## src/rtl/autotype_if.sv

```systemverilog
// Character feed plus keyboard event buses between the OSD-side injector client and autotype.
interface autotype_if;
    logic [7:0]  char_data;
    logic        char_valid;
    logic        char_ready;
    logic [10:0] user_key;
    logic [10:0] ps2_key;
    logic        busy;

    modport master (
        output char_data, char_valid, user_key,
        input  char_ready, ps2_key, busy
    );

    modport slave (
        input  char_data, char_valid, user_key,
        output char_ready, ps2_key, busy
    );
endinterface

```

## src/rtl/autotype.sv

```systemverilog
// ASCII-to-PS/2 keystroke injector merged with live keyboard events; user events pass through in 1 clk.
// Character input is valid/ready against a FIFO_DEPTH FIFO; char_ready drops only when the FIFO is full.
module autotype #(
    parameter int FIFO_DEPTH  = 16,
    parameter int HOLD_CYCLES = 2000000,
    parameter int GAP_CYCLES  = 2000000
) (
    input  logic       clk,
    input  logic       reset,
    autotype_if.slave  bus
);
    localparam int AW   = $clog2(FIFO_DEPTH);
    localparam int PW   = AW + 1;
    localparam int MAXC = (HOLD_CYCLES > GAP_CYCLES) ? HOLD_CYCLES : GAP_CYCLES;
    localparam int CW   = $clog2(MAXC + 1);
    localparam logic [CW-1:0] HOLD_LAST = CW'(HOLD_CYCLES - 1);
    localparam logic [CW-1:0] GAP_LAST  = CW'(GAP_CYCLES - 1);
    localparam logic [7:0]    SHIFT_CODE = 8'h12;

    typedef enum logic [3:0] {
        S_IDLE, S_LOOKUP, S_SHIFT_DN, S_KEY_DN, S_HOLD,
        S_KEY_UP, S_SHIFT_UP, S_GAP, S_ABORT
    } state_t;

    typedef struct packed {
        logic       mapped;
        logic       shifted;
        logic [7:0] code;
    } lut_t;

    function automatic lut_t map_char(input logic [7:0] c);
        lut_t       r;
        logic [7:0] lc;
        r        = '0;
        r.mapped = 1'b1;
        lc       = c;
        if (c >= 8'h41 && c <= 8'h5A) begin
            lc        = c | 8'h20;
            r.shifted = 1'b1;
        end
        case (lc)
            8'h61: r.code = 8'h1C;  8'h62: r.code = 8'h32;  8'h63: r.code = 8'h21;
            8'h64: r.code = 8'h23;  8'h65: r.code = 8'h24;  8'h66: r.code = 8'h2B;
            8'h67: r.code = 8'h34;  8'h68: r.code = 8'h33;  8'h69: r.code = 8'h43;
            8'h6A: r.code = 8'h3B;  8'h6B: r.code = 8'h42;  8'h6C: r.code = 8'h4B;
            8'h6D: r.code = 8'h3A;  8'h6E: r.code = 8'h31;  8'h6F: r.code = 8'h44;
            8'h70: r.code = 8'h4D;  8'h71: r.code = 8'h15;  8'h72: r.code = 8'h2D;
            8'h73: r.code = 8'h1B;  8'h74: r.code = 8'h2C;  8'h75: r.code = 8'h3C;
            8'h76: r.code = 8'h2A;  8'h77: r.code = 8'h1D;  8'h78: r.code = 8'h22;
            8'h79: r.code = 8'h35;  8'h7A: r.code = 8'h1A;
            8'h30: r.code = 8'h45;  8'h31: r.code = 8'h16;  8'h32: r.code = 8'h1E;
            8'h33: r.code = 8'h26;  8'h34: r.code = 8'h25;  8'h35: r.code = 8'h2E;
            8'h36: r.code = 8'h36;  8'h37: r.code = 8'h3D;  8'h38: r.code = 8'h3E;
            8'h39: r.code = 8'h46;
            8'h20: r.code = 8'h29;  8'h0D: r.code = 8'h5A;
            8'h2E: r.code = 8'h49;  8'h2C: r.code = 8'h41;
            8'h2F: r.code = 8'h4A;  8'h2D: r.code = 8'h4E;
            8'h22: begin r.code = 8'h1E; r.shifted = 1'b1; end
            8'h21: begin r.code = 8'h16; r.shifted = 1'b1; end
            8'h3F: begin r.code = 8'h4A; r.shifted = 1'b1; end
            default: r = '0;
        endcase
        return r;
    endfunction

    logic [7:0]    mem_q [FIFO_DEPTH];
    logic [PW-1:0] wr_ptr_q, wr_ptr_d, rd_ptr_q, rd_ptr_d;
    state_t        state_q, state_d;
    logic [CW-1:0] cnt_q, cnt_d;
    logic [7:0]    code_q, code_d;
    logic          shift_held_q, shift_held_d;
    logic          key_held_q, key_held_d;
    logic [10:0]   ps2_key_q, ps2_key_d;
    logic          user_prev_q;

    logic [PW-1:0] count;
    logic          empty, full, busy;
    logic          pt_evt, abort, push, pop, fsm_emit;
    logic [9:0]    fsm_dat;
    lut_t          lk;

    assign count          = wr_ptr_q - rd_ptr_q;
    assign empty          = (count == '0);
    assign full           = (count == PW'(FIFO_DEPTH));
    assign busy           = (state_q != S_IDLE) | ~empty;
    assign bus.busy       = busy;
    assign bus.char_ready = ~reset & ~full;
    assign bus.ps2_key    = ps2_key_q;

    always_comb begin
        pt_evt       = bus.user_key[10] ^ user_prev_q;
        abort        = pt_evt & bus.user_key[9] & busy;
        push         = bus.char_valid & bus.char_ready & ~abort;
        pop          = 1'b0;
        fsm_emit     = 1'b0;
        fsm_dat      = '0;
        lk           = map_char(mem_q[rd_ptr_q[AW-1:0]]);
        state_d      = state_q;
        cnt_d        = cnt_q;
        code_d       = code_q;
        shift_held_d = shift_held_q;
        key_held_d   = key_held_q;
        ps2_key_d    = ps2_key_q;

        // Emitting states only advance on a clock the pass-through does not claim.
        case (state_q)
            S_IDLE: if (!empty) state_d = S_LOOKUP;
            S_LOOKUP: begin
                pop     = 1'b1;
                code_d  = lk.code;
                state_d = !lk.mapped ? S_IDLE : (lk.shifted ? S_SHIFT_DN : S_KEY_DN);
            end
            S_SHIFT_DN: begin
                fsm_emit = 1'b1;
                fsm_dat  = {2'b10, SHIFT_CODE};
                if (!pt_evt) begin
                    shift_held_d = 1'b1;
                    state_d      = S_KEY_DN;
                end
            end
            S_KEY_DN: begin
                fsm_emit = 1'b1;
                fsm_dat  = {2'b10, code_q};
                if (!pt_evt) begin
                    key_held_d = 1'b1;
                    cnt_d      = '0;
                    state_d    = S_HOLD;
                end
            end
            S_HOLD: begin
                if (cnt_q == HOLD_LAST) state_d = S_KEY_UP;
                else                    cnt_d   = cnt_q + CW'(1);
            end
            S_KEY_UP: begin
                fsm_emit = 1'b1;
                fsm_dat  = {2'b00, code_q};
                if (!pt_evt) begin
                    key_held_d = 1'b0;
                    cnt_d      = '0;
                    state_d    = shift_held_q ? S_SHIFT_UP : S_GAP;
                end
            end
            S_SHIFT_UP: begin
                fsm_emit = 1'b1;
                fsm_dat  = {2'b00, SHIFT_CODE};
                if (!pt_evt) begin
                    shift_held_d = 1'b0;
                    cnt_d        = '0;
                    state_d      = S_GAP;
                end
            end
            S_GAP: begin
                if (cnt_q == GAP_LAST) state_d = S_IDLE;
                else                   cnt_d   = cnt_q + CW'(1);
            end
            S_ABORT: begin
                if (key_held_q) begin
                    fsm_emit = 1'b1;
                    fsm_dat  = {2'b00, code_q};
                    if (!pt_evt) begin
                        key_held_d = 1'b0;
                        state_d    = shift_held_q ? S_ABORT : S_IDLE;
                    end
                end else if (shift_held_q) begin
                    fsm_emit = 1'b1;
                    fsm_dat  = {2'b00, SHIFT_CODE};
                    if (!pt_evt) begin
                        shift_held_d = 1'b0;
                        state_d      = S_IDLE;
                    end
                end else begin
                    state_d = S_IDLE;
                end
            end
            default: state_d = S_IDLE;
        endcase

        if (abort) state_d = S_ABORT;

        if (pt_evt)        ps2_key_d = {~ps2_key_q[10], bus.user_key[9:0]};
        else if (fsm_emit) ps2_key_d = {~ps2_key_q[10], fsm_dat};

        // A user press while busy discards everything queued, including this clock's write.
        if (abort) begin
            wr_ptr_d = wr_ptr_q;
            rd_ptr_d = wr_ptr_q;
        end else begin
            wr_ptr_d = wr_ptr_q + PW'(push);
            rd_ptr_d = rd_ptr_q + PW'(pop);
        end
    end

    always_ff @(posedge clk) begin
        if (push) mem_q[wr_ptr_q[AW-1:0]] <= bus.char_data;
    end

    always_ff @(posedge clk) begin
        if (reset) begin
            state_q      <= S_IDLE;
            cnt_q        <= '0;
            code_q       <= '0;
            shift_held_q <= 1'b0;
            key_held_q   <= 1'b0;
            ps2_key_q    <= '0;
            wr_ptr_q     <= '0;
            rd_ptr_q     <= '0;
            user_prev_q  <= bus.user_key[10];
        end else begin
            state_q      <= state_d;
            cnt_q        <= cnt_d;
            code_q       <= code_d;
            shift_held_q <= shift_held_d;
            key_held_q   <= key_held_d;
            ps2_key_q    <= ps2_key_d;
            wr_ptr_q     <= wr_ptr_d;
            rd_ptr_q     <= rd_ptr_d;
            user_prev_q  <= bus.user_key[10];
        end
    end
endmodule
```

## src/flat_wrapper.sv

```systemverilog
// flat-port wrapper written by rule: the top's interface ports become plain ports
module autotype_flat 
#(
    parameter int FIFO_DEPTH  = 16,
    parameter int HOLD_CYCLES = 2000000,
    parameter int GAP_CYCLES  = 2000000
)
  (clk, reset, bus_char_data, bus_char_valid, bus_user_key, bus_char_ready, bus_ps2_key, bus_busy);
  autotype_if bus_i ();
  input  logic clk;
  input  logic reset;
  input wire logic [$bits(bus_i.char_data)-1:0] bus_char_data;
  input wire logic [$bits(bus_i.char_valid)-1:0] bus_char_valid;
  input wire logic [$bits(bus_i.user_key)-1:0] bus_user_key;
  output wire logic [$bits(bus_i.char_ready)-1:0] bus_char_ready;
  output wire logic [$bits(bus_i.ps2_key)-1:0] bus_ps2_key;
  output wire logic [$bits(bus_i.busy)-1:0] bus_busy;
  assign bus_i.char_data = bus_char_data;
  assign bus_i.char_valid = bus_char_valid;
  assign bus_i.user_key = bus_user_key;
  assign bus_char_ready = bus_i.char_ready;
  assign bus_ps2_key = bus_i.ps2_key;
  assign bus_busy = bus_i.busy;
  autotype #(.FIFO_DEPTH(FIFO_DEPTH), .HOLD_CYCLES(HOLD_CYCLES), .GAP_CYCLES(GAP_CYCLES)) u_core (.clk(clk), .reset(reset), .bus(bus_i));
endmodule
```

## config.mk

```make
export PLATFORM = sky130hd
export DESIGN_NAME = autotype_flat
export DESIGN_NICKNAME = d
export VERILOG_FILES = /design/src/rtl/autotype_if.sv /design/src/rtl/autotype.sv /design/src/flat_wrapper.sv
export SDC_FILE = /design/constraint.sdc
export NUM_CORES = 1
export LEC_CHECK = 0
export ABC_AREA = 0
export BUFFER_PORTS_ARGS = -buffer_cell sky130_fd_sc_hd__buf_2
export CAP_MARGIN = 20
export CORE_MARGIN = 2
export CORE_UTILIZATION = 39
export DETAILED_ROUTE_END_ITERATION = 7
export PLACE_DENSITY = 0.61
export SYNTH_ARGS = -nofsm -noshare
export SYNTH_HDL_FRONTEND = slang
export SYNTH_SLANG_ARGS = --single-unit
```

## constraint.sdc

```tcl
create_clock -name clk -period 9.2 [get_ports clk]
set_input_delay 1.84 -clock clk [delete_from_list [all_inputs] [get_ports clk]]
set_output_delay 1.84 -clock clk [all_outputs]
set_load 0.02 [all_outputs]
```

==> After elaboration in Yosys (flattened, before gate mapping) <==
Memory sizes are Yosys's and may differ from the RTL's. A register that Yosys moved wholly into a read port is not among the register bits.
Cells that the tools add are included.
{ "totals": {"register_bits": 57, "mem_bits_rw": 128, "inputBits": 22, "out_inout_bits": 13, "word_cells": 174, "memories": 1} }
{ "mem_list": {"columns": ["name", "depth", "word_bits", "rd", "rd_clocked_by_memory_dff", "write_ports", "line", "source"], "rows": [
  ["u_core.mem_q", 16, 8, 1, 1, 1, "autotype.sv:66", "logic [7:0] mem_q [FIFO_DEPTH];"]
]} }
{ "classes": {"add_sub_neg": 4, "order_cmp": 2, "n_eq_ne": 76, "mux": 46, "n_bitwise": 12, "reduce_logical": 23} }
{ "op_table": {"columns": ["cell", "count"], "rows": [
  ["$pmux W7 S42", 1],
  ["$eq A8 B7 Y1 const B", 26],
  ["$eq A8 B6 Y1 const B", 18],
  ["$mux W4", 15],
  ["$pmux W10 S5", 1],
  ["$reduce_or A45 Y1", 1],
  ["$mux W21", 2],
  ["$pmux W21 S2", 1],
  ["$reduce_or A42 Y1", 1],
  ["$pmux W4 S9", 1],
  ["$mux W11", 2],
  ["$add A21 B1 Y21 const B", 1],
  ["$eq A21 B21 Y1 const B", 1],
  ["$ne A3 B3 Y1 const B", 7],
  ["$reduce_and A9 Y1", 2],
  ["$eq A4 B3 Y1 const B", 4],
  ["$ne A2 B2 Y1 const B", 8],
  ["$mux W1", 15],
  ["$add A5 B1 Y5", 2],
  ["$mux W10", 1],
  ["$mux W5", 2],
  ["$reduce_or A2 Y1", 5],
  ["$eq A4 B2 Y1 const B", 2],
  ["$eq A8 B4 Y1 const B", 1],
  ["26 further kinds", 43]
]} }

==> Depth between registers and ports, before layout <==
Gate-level depths: netlist of the first run.
{ "depth": {"word_depth": 10, "ltp_mapped": 16} }

==> Worst setup path after synthesis of the first run <==
OpenSTA, ideal clock, no wires.
{ "synth_timing": {"path_kind": "register to output", "from": "register u_core.rd_ptr_q[1]", "to": "output port bus_busy", "t_arrival_ps": 2489, "t_required_ps": 7360, "path_slack_ps": 4871, "path_stages_with_launch": 11, "path_buffers": 2, "cell_sequence": "dfxtp_1 -> buf_6 -> buf_2 -> inv_1 -> ha_1 -> nor2b_1 -> o21a_1 -> o21a_1 -> or3b_2 -> a21oi_1 -> inv_1"} }
{ "synth_via": {"elab_chain_cells": 4} }
{ "synth_lines": {"columns": ["item", "line", "source"], "rows": [
  ["from (decl)", "autotype.sv:67", "logic [PW-1:0] wr_ptr_q, wr_ptr_d, rd_ptr_q, rd_ptr_d;"],
  ["from (signal assigned)", "autotype.sv:216", "rd_ptr_q <= rd_ptr_d;"],
  ["$sub A5 B5 Y5", "autotype.sv:82", "assign count = wr_ptr_q - rd_ptr_q;"],
  ["$logic_not A5 Y1", "autotype.sv:83", "assign empty = (count == '0);"],
  ["$not A1 Y1", "autotype.sv:85", "assign busy = (state_q != S_IDLE) | ~empty;"],
  ["$or A1 B1 Y1", "autotype.sv:85", null],
  ["to (decl)", "flat_wrapper.sv:17", "output wire logic [$bits(bus_i.busy)-1:0] bus_busy;"]
]} }
No other way between the ends.

==> Final worst setup path of the first run <==
Ends and elaborated chain as after synthesis.

==> results_dict.tcl, run 1 <==
set metrics [dict create \
    synthTopCellsByArea "edfxtp_1 (43%), dfxtp_1 (12%), mux4_2 (5.8%), nor2_1 (4.2%), nand2_1 (2.2%)" \
    met3_usage_pct 4.000 \
    finalPower_uw 2813 \
    cts_buffer_depth 2 \
    skew_ns 0.01655 \
    tightest_slew_ns 1.037 \
    ys.flop_type "edfxtp_1" \
    end_kind "output pin" \
    avgSynthCellArea_um2 11.94 \
    clock_latency_ns 0.45 \
    rsz0062_at_grt "false" \
    dpl_cell_area_um2 9382 \
    use_met2_pct 30.17 \
    max_clock_freq_mhz 187.0 \
    post_cts_buffers 0 \
    grt_pass1_wl_mm 34.42 \
    outcome "completed" \
    multiInputGateArea_um2 3779 \
    synth_xor_area_share_pct 3.211 \
    yosys-mux-area-fraction_pct 10.19 \
    grt-busiest-layer "met2" \
    ios 35 \
    syn-instance-count 754 \
    grtUsageTotal_pct 18.66 \
    start_kind "register" \
    cts-root-buf "clkbuf_16" \
    hold_buffers 0 \
    cts_sinks 184 \
    finalSetupTns_ns 0 \
    synth_top_family_by_area "simple AND/OR/NAND/NOR gates" \
    tritoncts "built" \
    dpl.hpwl_mm 14.69 \
    gr-total-overflow 0 \
    grt_pass1_vias 6012 \
    vias 6346 \
    antenna_found_initial 0 \
    synth-async-reset-ratio_pct 0 \
    synth_fa_ha_area_share_pct 1.362 \
    io_buffers 34 \
    worstPathRequired_ns 7.36 \
    finalCritPeriodShare_pct 58.12 \
    place_congestion 0.9072 \
    clk_pin_slew_ns 0.08 \
    final_core_util_pct 44.33 \
    worst_slack_ns 3.853 \
    placementRows 55 \
    synth_edf_count 128 \
    fin_nets 804 \
    drive_gt1_share_pct 16.67 \
    core_um2 22640 \
    synth_cell_types 78 \
    syn_to_final_growth_pct 11.48 \
    p_leak_uw 0.003328 \
    p_per_area_nw_per_um2 280.3 \
    grt_use_met1_pct 25.27 \
    syn_area_um2 9002 \
    syn_nets 785 \
    h-tree-depth 4 \
    yosys.area_share.simple_pct 14.89 \
    cts_resized 0 \
    pre_cts_ws_ns 3.869 \
    hold_viol 0 \
    final_cell_area_um2 10040 \
    grt_max_degree 41 \
    finalSetupViolCount 0 \
    worst_hold_path_type "reg -> reg" \
    yosysMostFrequentCell "edfxtp_1" \
    yosysTopAreaCellShare_pct 42.70 \
    critPathMaxFanout 30 \
    irDropWorstVdd_mv 0.1387 \
    cp_data_arrival_time_ns 3.51 \
    finalCriticalPeriod_ns 5.347 \
    path_class "reg -> out" \
    drtIter0Drc 744 \
    register_area_um2 4967 \
    drt-total-wl_mm 21.95 \
    ys_seq_elements 184 \
    n_fill_cell 2073 \
    die-area_um2 24310 \
    ff2ff_setup_slack_ns 4.16 \
    drv_cap 0 \
    fp.dieH_um 155.9 \
    drc 0 \
    ys_seq_area_share_pct 55.15 \
    yosysTopAreaCell "edfxtp_1" \
    synth_compound_area_share_pct 12.33 \
    start_util_pct 39.76 \
    yosys_warnings 0 \
    drv_slew 0 \
    slew-limit-headroom_pct 30.39 \
    numCtsBuffers 17 \
    via_per_inst 5.925 \
    wl_per_cell_um 20.49 \
    dieWidth_um 155.9 \
    dr.pass1.iters 6 \
    ant_nets 0 \
    synth_common_cells "edfxtp_1 (128), nor2_1 (101), dfxtp_1 (56)" \
    antennaDiodeCount 0 \
]
==> power by group <==
group          internal (µW)  leakage, µW  total, µW  switching, µW
Clock                    382     0.000306        776            394
Sequential               922      0.00161        971           49.7
Combinational            375      0.00141       1070            691
Total                   1680      0.00333       2810           1130
==> area by class of cell <==
class / count / share of cell area [%]
multi-input combinational: 514 / 37.65
clock inverter: 15 / 2.132
sequential: 184 / 49.49
timing repair buffer: 47 / 2.593
inverter: 9 / 0.3366
clock buffer: 17 / 4.239
tap: 285 / 3.553
==> cell usage in the layout, fill, tap and decap left out, types with 8 or more instances in the layout <==
master,netlist,final
mux2i_1,8,8
nor3_1,22,22
ha_1,9,9
xnor2_1,11,11
buf_2,17,36
a22oi_1,10,10
nand4_1,13,13
a21oi_1,27,27
nor2_1,101,101
o21ai_0,18,18
a211oi_1,12,12
xor2_1,22,22
nand3_1,22,22
a221oi_1,12,12
and2_1,10,10
clkbuf_16,0,17
mux2_2,10,10
edfxtp_1,128,128
nand2_1,52,52
buf_4,1,10
mux4_2,23,23
dfxtp_1,56,54
==> metal layers <==
layer	wire length (µm)	share of wire [%]
met5	0	0
met4	408	1.9
met3	1534	7.0
met2	10470	48
met1	9536	43
==> worst paths after layout <==
kind / start / to / cells past startpoint
setup / recovery: u_core.rd_ptr_q[1] / bus_busy / 9
hold / removal: u_core.bus.ps2_key[7] / u_core.bus.ps2_key[7] / 2
setup reg to reg: u_core.rd_ptr_q[1] / u_core.mem_q[12][6] / 11
hold reg to reg: u_core.bus.ps2_key[7] / u_core.bus.ps2_key[7] / 2
==> state kept, by name, indices dropped and copies added (netlist names) <==
register / cells
u_core.mem_q: 128
u_core.wr_ptr_q: 5
u_core.rd_ptr_q: 5
u_core.user_prev_q: 1
u_core.code_q: 7
u_core.shift_held_q: 1
u_core.bus.ps2_key: 11
u_core.cnt_q: 21
u_core.state_q: 4
u_core.key_held_q: 1
==> critical path, stage by stage, from the launching register on <==
cell     delay [ns]
dfxtp_2        0.92
inv_1          0.17
ha_1           0.35
nor2b_1        0.15
or4_1          0.46
a21oi_1        0.23
nand3_1        0.19
a21oi_1        0.35
inv_1          0.07
buf_2          0.17
==> kinds of logic (layout without fill, tap and decap cells) <==
group,Yosys count,in the layout
AO/OA/AOI/OAI,148,148
adder cells (fa/ha/maj),10,10
AND/OR/NAND/NOR,273,273
buffers and inverters,56,88
multiplexers,50,50
XOR/XNOR,33,33
flip-flops,184,184
==> metrics by stage <==
stage | instances | hold WS (ns)
after floorplan | 754 | 0.4682
after global placement | 1036 | 0.4506
after detailed placement | 1036 | 0.4630
after CTS | 1068 | 0.4741
after global routing | 1071 | 0.4941
final | 1071 | 0.4708
Note: power is estimated with default switching activity, not from simulation.
==> run 2, diff against run 1 <==
- clock period: 9.2 -> 5.6 ns (I/O delays scaled with it)
==> run 2 against run 1 <==
  * Global-route usage about the same
  * Register-to-register slack got worse by 3.2 ns
  * Count of clock-buffer cells in the layout stayed put
  * Wire length is 0.80% lower
  * Design area grew 0.25%
  * Final cell count grew 0.37%
  * Critical path type is now reg -> reg
==> results_dict.tcl, run 2 (synthesis results as in run 1) <==
set metrics [dict create \
    outcome "completed" \
    cts_buffer_depth 2 \
    drtIter0Drc 726 \
    hold_buffers 0 \
    die-area_um2 24310 \
    cp_data_arrival_time_ns 4.69 \
    placementRows 55 \
    n_fill_cell 2087 \
    skew_ns 0.01452 \
    hold_viol 0 \
    place_congestion 0.9020 \
    antennaDiodeCount 0 \
    grt_max_degree 40 \
    pre_cts_ws_ns 0.9670 \
    worst_hold_path_type "reg -> reg" \
    cpMaxStageDelayCell "dfxtp_1" \
    vias 6304 \
    via_per_inst 5.864 \
    path_class "reg -> reg" \
    tritoncts "built" \
    wl_per_cell_um 20.25 \
    numCtsBuffers 17 \
    finalCriticalPeriod_ns 4.605 \
    start_util_pct 39.76 \
    tightest_slew_ns 1.036 \
    p_leak_uw 0.003345 \
    ff2ff_setup_slack_ns 1.0 \
    io_buffers 34 \
    register_area_um2 4967 \
    worst_slack_ns 0.9954 \
    cpPeakStageDelay_ns 0.66 \
    fp.dieH_um 155.9 \
    cts_resized 0 \
    cts_sinks 184 \
    drt-total-wl_mm 21.77 \
    h-tree-depth 4 \
    mostFrequentLayoutCells "edfxtp_1 (128), nor2_1 (101), dfxtp_1 (54), nand2_1 (52), buf_2 (35)" \
    drv_cap 0 \
    drv_slew 0 \
    core_um2 22640 \
    layout_commonest_cell "edfxtp_1" \
    worstPathCellList "clkinv_1 > ha_1 > xor2_1 > or4_1 > a21oi_1 > nand3_1 > o311ai_4 > buf_4 > and3_1 > or3b_1 > nor2_1" \
    antenna_found_initial 0 \
    irDropWorstVdd_mv 0.1799 \
    clock_latency_ns 0.45 \
    grt_pass1_vias 5978 \
    p_per_area_nw_per_um2 458.2 \
    slew-limit-headroom_pct 28.98 \
    critPathMaxFanout 17 \
    gr-total-overflow 0 \
    largest_reg_flops 128 \
    post_cts_buffers 0 \
    grt_pass1_wl_mm 34.46 \
    clk_pin_slew_ns 0.08 \
    rsz0062_at_grt "false" \
    worstPathRequired_ns 5.68 \
    multiInputGateArea_um2 3779 \
    grtUsageTotal_pct 18.62 \
    syn_to_final_growth_pct 11.76 \
    ant_nets 0 \
    end_kind "register" \
    dr.pass1.iters 6 \
    ios 35 \
    drive_gt1_share_pct 17.09 \
    fin_nets 808 \
    drc 0 \
    dpl.hpwl_mm 14.67 \
    finalSetupViolCount 0 \
    finalSetupTns_ns 0 \
    dieWidth_um 155.9 \
    finalCritPeriodShare_pct 82.23 \
    start_kind "register" \
    max_clock_freq_mhz 217.2 \
    cts-root-buf "clkbuf_16" \
]
-- run 2: cell type report --
class                   instances  share of cell area (%)
clock buffers                  17                   4.228
clock inverters                15                   2.027
inverters                       9                  0.3358
multi-input cells             514                   37.56
flip-flops and latches        184                   49.37
well taps                     285                   3.544
repair buffers                 51                   2.935
-- run 2: worst max-delay path: cells and delay by family (launching register included) --
kind / cells / cell delay, ns
AO/OA/AOI/OAI: 2 / 0.43
XOR/XNOR: 1 / 0.16
AND/OR/NAND/NOR: 5 / 1.93
flip-flops: 1 / 0.66
adder cells (fa/ha/maj): 1 / 0.42
buffers and inverters: 2 / 0.64
-- run 2: path summary, 6_finish.rpt --
path / startpoint / to / cells past startpoint
worst min-delay path: u_core.bus.ps2_key[8] / u_core.bus.ps2_key[8] / 2
worst max register to register: u_core.rd_ptr_q[3] / u_core.mem_q[2][7] / 11
worst min register to register: u_core.bus.ps2_key[8] / u_core.bus.ps2_key[8] / 2
worst max-delay path: u_core.rd_ptr_q[3] / u_core.mem_q[2][7] / 11
-- run 2: metal layers --
metal	vias up	GRT usage (%)	part of all wire (%)
met2	258	29.48	46
met3	34	3.556	7.3
met4	0	5.636	1.9
met5	-	0	0
li1	2949	-	-
met1	3063	26.12	45
-- run 2: power breakdown --
group / total (µW) / internal (µW) / switching, µW
clock: 1260 / 621 / 642
combinational: 1760 / 620 / 1140
sequential: 1590 / 1510 / 78.1
-- run 2: through the flow --
stage	power, µW	cell area (µm²)	utilization [%]	std cells	hold slack [ns]
6_report	4610	10060	44.44	1075	0.4690
2_1_floorplan	2921	9002	-	754	0.4682
4_1_cts	4601	10050	44.38	1073	0.4667
3_5_place_dp	3339	9419	41.60	1041	0.4563
5_1_grt	4856	10060	44.44	1075	0.4986
3_3_place_gp	3340	9419	41.60	1041	0.4503
